### src/rtl/router_pkg.sv
// Shared types for the router input port: default widths, flit record and port FSM states.
package router_pkg;

    localparam int DATA_W_DEF = 32;
    localparam int DEST_W_DEF = 8;

    typedef struct packed {
        logic                  last;
        logic [DATA_W_DEF-1:0] data;
    } flit_t;

    typedef enum logic [1:0] {
        ST_IDLE = 2'd0,
        ST_REQ  = 2'd1,
        ST_FWD  = 2'd2
    } port_state_t;

endpackage

### src/rtl/router_flit_fifo.sv
// Flit buffer for one router input port: power-of-two ring with occupancy counter.
module router_flit_fifo #(
    parameter int W     = 33,
    parameter int DEPTH = 4
) (
    input  logic                     clk,
    input  logic                     rst_n,
    input  logic                     push,
    input  logic [W-1:0]             wdata,
    input  logic                     pop,
    output logic [W-1:0]             head,
    output logic [$clog2(DEPTH):0]   count,
    output logic                     full,
    output logic                     empty
);

    localparam int AW = $clog2(DEPTH);
    localparam logic [AW-1:0] PTR_ONE   = AW'(1);
    localparam logic [AW:0]   CNT_ONE   = (AW + 1)'(1);
    localparam logic [AW:0]   CNT_DEPTH = (AW + 1)'(DEPTH);

    logic [W-1:0]  mem [DEPTH];
    logic [AW-1:0] wr_ptr_reg;
    logic [AW-1:0] rd_ptr_reg;
    logic [AW:0]   count_reg;

    // Storage carries no reset; validity is tracked solely by the counter.
    always_ff @(posedge clk) begin
        if (push) begin
            mem[wr_ptr_reg] <= wdata;
        end
    end

    always_ff @(posedge clk or negedge rst_n) begin
        if (!rst_n) begin
            wr_ptr_reg <= '0;
            rd_ptr_reg <= '0;
            count_reg  <= '0;
        end else begin
            if (push) wr_ptr_reg <= wr_ptr_reg + PTR_ONE;
            if (pop)  rd_ptr_reg <= rd_ptr_reg + PTR_ONE;
            case ({push, pop})
                2'b10:   count_reg <= count_reg + CNT_ONE;
                2'b01:   count_reg <= count_reg - CNT_ONE;
                default: count_reg <= count_reg;
            endcase
        end
    end

    assign head  = mem[rd_ptr_reg];
    assign count = count_reg;
    assign full  = (count_reg == CNT_DEPTH);
    assign empty = (count_reg == '0);

endmodule

### src/rtl/router_in_port.sv
// Router input port: buffers flits, requests a route for the head packet, then forwards it.
module router_in_port
    import router_pkg::*;
#(
    parameter int DATA_W = DATA_W_DEF,
    parameter int DEST_W = DEST_W_DEF,
    parameter int DEPTH  = 4
) (
    input  logic              clk,
    input  logic              rst_n,
    input  logic              in_valid,
    output logic              in_ready,
    input  logic [DATA_W-1:0] in_data,
    input  logic              in_last,
    output logic              route_req,
    output logic [DEST_W-1:0] route_dest,
    input  logic              route_grant,
    output logic              out_valid,
    input  logic              out_ready,
    output logic [DATA_W-1:0] out_data,
    output logic              out_last
);

    localparam int AW = $clog2(DEPTH);
    localparam logic [AW:0] CNT_ONE = (AW + 1)'(1);

    port_state_t   state_reg;
    logic          ready_en_reg;
    logic          push;
    logic          pop;
    logic [DATA_W:0] head;
    logic [AW:0]   count;
    logic          full;
    logic          empty;
    logic          in_fwd;
    logic          more_left;

    router_flit_fifo #(
        .W     (DATA_W + 1),
        .DEPTH (DEPTH)
    ) u_fifo (
        .clk   (clk),
        .rst_n (rst_n),
        .push  (push),
        .wdata ({in_last, in_data}),
        .pop   (pop),
        .head  (head),
        .count (count),
        .full  (full),
        .empty (empty)
    );

    // ready_en_reg keeps in_ready low through reset and until the first edge after release.
    assign in_ready  = ready_en_reg && !full;
    assign push      = in_valid && in_ready;
    assign in_fwd    = (state_reg == ST_FWD);
    assign out_valid = in_fwd && !empty;
    assign pop       = out_valid && out_ready;
    assign out_data  = in_fwd ? head[DATA_W-1:0] : '0;
    assign out_last  = in_fwd && head[DATA_W];
    assign route_req = (state_reg == ST_REQ);
    assign route_dest = route_req ? head[DEST_W-1:0] : '0;

    // A flit written on the same edge as the tail pop also counts as the next packet's head.
    assign more_left = (count > CNT_ONE) || push;

    always_ff @(posedge clk or negedge rst_n) begin
        if (!rst_n) begin
            state_reg    <= ST_IDLE;
            ready_en_reg <= 1'b0;
        end else begin
            ready_en_reg <= 1'b1;
            case (state_reg)
                ST_IDLE: if (!empty)      state_reg <= ST_REQ;
                ST_REQ:  if (route_grant) state_reg <= ST_FWD;
                ST_FWD: begin
                    if (pop && head[DATA_W]) begin
                        state_reg <= more_left ? ST_REQ : ST_IDLE;
                    end
                end
                default: state_reg <= ST_IDLE;
            endcase
        end
    end

endmodule

### config.mk
export PLATFORM = sky130hd
export DESIGN_NAME = router_in_port
export DESIGN_NICKNAME = d
export VERILOG_FILES = /design/src/rtl/router_pkg.sv /design/src/rtl/router_flit_fifo.sv /design/src/rtl/router_in_port.sv
export SDC_FILE = /design/constraint.sdc
export NUM_CORES = 1
export LEC_CHECK = 0
export ABC_AREA = 1
export BUFFER_PORTS_ARGS = -buffer_cell sky130_fd_sc_hd__buf_4
export CORE_UTILIZATION = 55
export DETAILED_ROUTE_END_ITERATION = 7
export PLACE_DENSITY = 0.77
export RECOVER_POWER = 25
export SYNTH_ARGS = -nofsm -noshare
export SYNTH_HDL_FRONTEND = slang
export SYNTH_SLANG_ARGS = --single-unit
export TNS_END_PERCENT = 20
### constraint.sdc
create_clock -name clk -period 6.77 [get_ports clk]
set_clock_uncertainty 0.05 [all_clocks]
set_input_delay 0 -clock clk [delete_from_list [all_inputs] [get_ports clk]]
set_output_delay 0 -clock clk [all_outputs]
set_load 0.02 [all_outputs]
==> summary.md <==
| Metric | Value |
|---|---|
| Status | `finished clean` |
| CP required | `7110 ps` |
| WL per Instance | `16.07 um` |
| Vias in the first global route | `3880` |
| CP startpoint kind | `flop` |
| Post-Syn Instances | `472` |
| Post-Route WL | `11820 um` |
| Synth warn | `0` |
| Synth Area in Adders | `0.01932` |
| Clock root cell | `clkbuf_8` |
| # hold bufs at CTS | `39` |
| Maximum VDD drop | `0.2145 mV` |
| Sequential share of the synthesized area | `0.7231` |
| Share of layout cells above drive strength 1 | `0.1686` |
| Final nets | `633` |
| Mux contribution to synthesized area | `0` |
| Area Growth Syn to Fin | `25.35%` |
| FF-to-FF path depth | `8` |
| TritonCTS clock tree | `done` |
| Buffers and inverters on the worst path | `2` |
| Max incr delay on CP | `1150 ps` |
| H-Tree Depth | `4` |
| CTS clk-pin slew, worst paths | `60 ps` |
| Pwr Total | `2.958 mW` |
| First-pass GRT wire length | `18770 um` |
| CP Max Fanout | `69` |
| Area of the multi-input gates | `1389 um2` |
| Tightest Pin Transition | `1209 ps` |
| Mapped Area | `5828 um2` |
| Initial antenna violation count | `0` |
| DP Area | `6479 um2` |
| Largest net degree at the start of global routing | `70` |
| Hold WC Path Type | `in2reg` |
| Crit path DAT | `3430 ps` |
| Post-route setup TNS | `0 ps` |
| CTS Buf Count | `17` |
| Max clock buf depth | `2` |
| Register area | `4215 um2` |
| Routability Congestion | `0.7583` |
| Total GRT Usage | `0.2256` |
| #FFs+latches synth | `142` |
| Critical path cell sequence | `inv_4 > nand2_1 > nand3_1 > nand2_1 > nand2_1 > nand2_1 > o21ai_1 > dlygate4sd3_1` |
| Fin crit share | `0.4560` |
| Number of max-cap violations | `0` |
| End-of-flow core utilization | `0.7109` |
| Ant diodes | `0` |
| Worst path depth | `8` |
| Clk sink count | `142` |
| Port bufs | `81` |
| Die area | `11010 um2` |
| Compound-cell area share of the yosys netlist | `0.09403` |
| Max reg flops | `132` |
| F_max | `0.3239 GHz` |
| Post-DP HPWL | `6553 um` |
| GRT overflow | `0` |
| Crit path max-delay family | `flip-flops` |
| Rel. slew slack | `0.1938` |
| Row count | `37` |
| RSZ-0062 raised after global routing | `no` |
| Fin crit period | `3087 ps` |
| Core ar. | `10280 um2` |
| Number of vias per cell | `5.327` |
| Worst skew pair latency | `510 ps` |
| Slew Viols, Final | `0` |
| Xor/xnor share of the synthesized area | `0.009017` |
| IO Count | `82` |
| CP max stage cell | `dfrtp_2` |
| Antenna-violating nets left | `0` |
| PostCTS Resize Cnt | `0` |
| Largest family of logic cells by synthesized area | `simple AND/OR/NAND/NOR gates` |
| Initial Utilization | `0.5671` |
| Avg Synthesized Cell Area | `12.35 um2` |
| CP endpoint kind | `flop` |
| Routed via count | `3915` |
| Yosys cell types | `26` |
| Post-Synth Simple-Gate Area | `0.1101` |
| PwrDens | `404.9 nW/um2` |
| DIE WIDTH | `104.9 um` |
| Detailed Route Iter0 Violations | `342` |
| Cell repeated most along the worst path | `nand2_1` |
| Finished Layout Cells | `735` |
| DRC | `0` |
| Drt pass-1 iters | `5` |
| CP Class | `reg2reg` |
| Hold Path Stages | `2` |
| Synthesized netlist net count | `519` |
| Placed Instances | `664` |
| Die Height | `104.9 um` |
| Lkg Pwr | `2.689 nW` |
| Final Setup Violations | `0` |
| Fillcell total | `710` |
| Final Hold Vio Count | `0` |
| Post-CTS Setup Bufs | `0` |
| Final cell area excluding filler cells | `7306 um2` |
layout make-up:
| class | count | area share |
|---|---|---|
| clock buffer | 19 | 0.05772 |
| clock inverter | 13 | 0.01284 |
| inverter | 25 | 0.01319 |
| multi-input combinational | 280 | 0.1901 |
| sequential | 142 | 0.5770 |
| tap | 136 | 0.02329 |
| timing repair buffer | 120 | 0.1259 |
stage by stage:
step                hold WS (ps)  setup slack (ps)
floorplan                 -345.6              3971
global placement          -214.5              4300
detailed placement        -212.1              4257
CTS                        163.1              3713
global route               199.4              3469
finish                     200.0              3683
Yosys cell counts:
cell type	number	area [um2]
inv_1	21	78.83
o21ai_1	8	40.04
o21ai_0	59	295.3
xor2_1	4	35.03
and2_1	1	6.260
clkbuf_1	8	30.03
clkinv_1	1	3.750
clkbuf_2	2	10.01
buf_2	8	40.04
ha_1	9	112.6
nand3_1	4	20.02
nand2_1	15	56.30
o22a_1	8	70.07
conb_1	1	3.750
o21bai_1	1	7.510
edfxtp_1	132	3964
nor2_4	3	33.78
buf_6	7	78.83
inv_4	1	6.260
nor3_1	1	5.000
dfrtp_1	10	250.2
a21oi_1	27	135.1
nor2_1	136	510.5
nand3_2	1	10.01
inv_2	2	7.510
xnor2_1	2	17.52
cells by family after synthesis:
family	Yosys count
buffers and inverters	50
XOR/XNOR	6
flip-flops	142
AO/OA/AOI/OAI	103
adder cells (fa/ha/maj)	9
AND/OR/NAND/NOR	161
other	1
path summary, 6_finish.rpt:
| kind | start | endpoint | slack [ps] |
|---|---|---|---|
| setup reg to reg | u_fifo.rd_ptr_reg[0] | state_reg[1] | 3680 |
| hold / removal | in_data[27] | u_fifo.mem[3][27] | 200 |
| max in group asynchronous | rst_n | u_fifo.rd_ptr_reg[0] | 5880 |
| hold reg to reg | u_fifo.count[1] | u_fifo.count[1] | 500 |
| min in group asynchronous | rst_n | u_fifo.count[1] | 450 |
| setup / recovery | u_fifo.rd_ptr_reg[0] | state_reg[1] | 3680 |
report_power, final:
part	leakage [nW]	internal, mW	switching, mW
combinational	1.14	0.353	0.596
clock	0.234	0.449	0.350
sequential	1.31	1.08	0.133
total	2.69	1.88	1.08
cells in the final DEF, fill, tap and decap left out, drive strengths merged, types with 2 or more instances in the layout:
cell         instances
inv                 25
clkinv               7
buf                 60
o22a                 8
ha                   9
nor2               139
nand3                5
clkinvlp             6
a21oi               27
xor2                 4
xnor2                2
dlygate4sd3         39
nand2               15
edfxtp             132
clkbuf              40
o21ai               67
dfrtp               10
per-layer routing:
| metal | routed length [um] | up-vias | track usage |
|---|---|---|---|
| li1 | - | 1869 | - |
| met1 | 5149 | 1889 | 0.2992 |
| met2 | 5927 | 147 | 0.3671 |
| met3 | 611 | 10 | 0.03868 |
| met4 | 127 | 0 | 0.1036 |
| met5 | 0 | - | 0 |
Note: power is estimated with default switching activity, not from simulation.
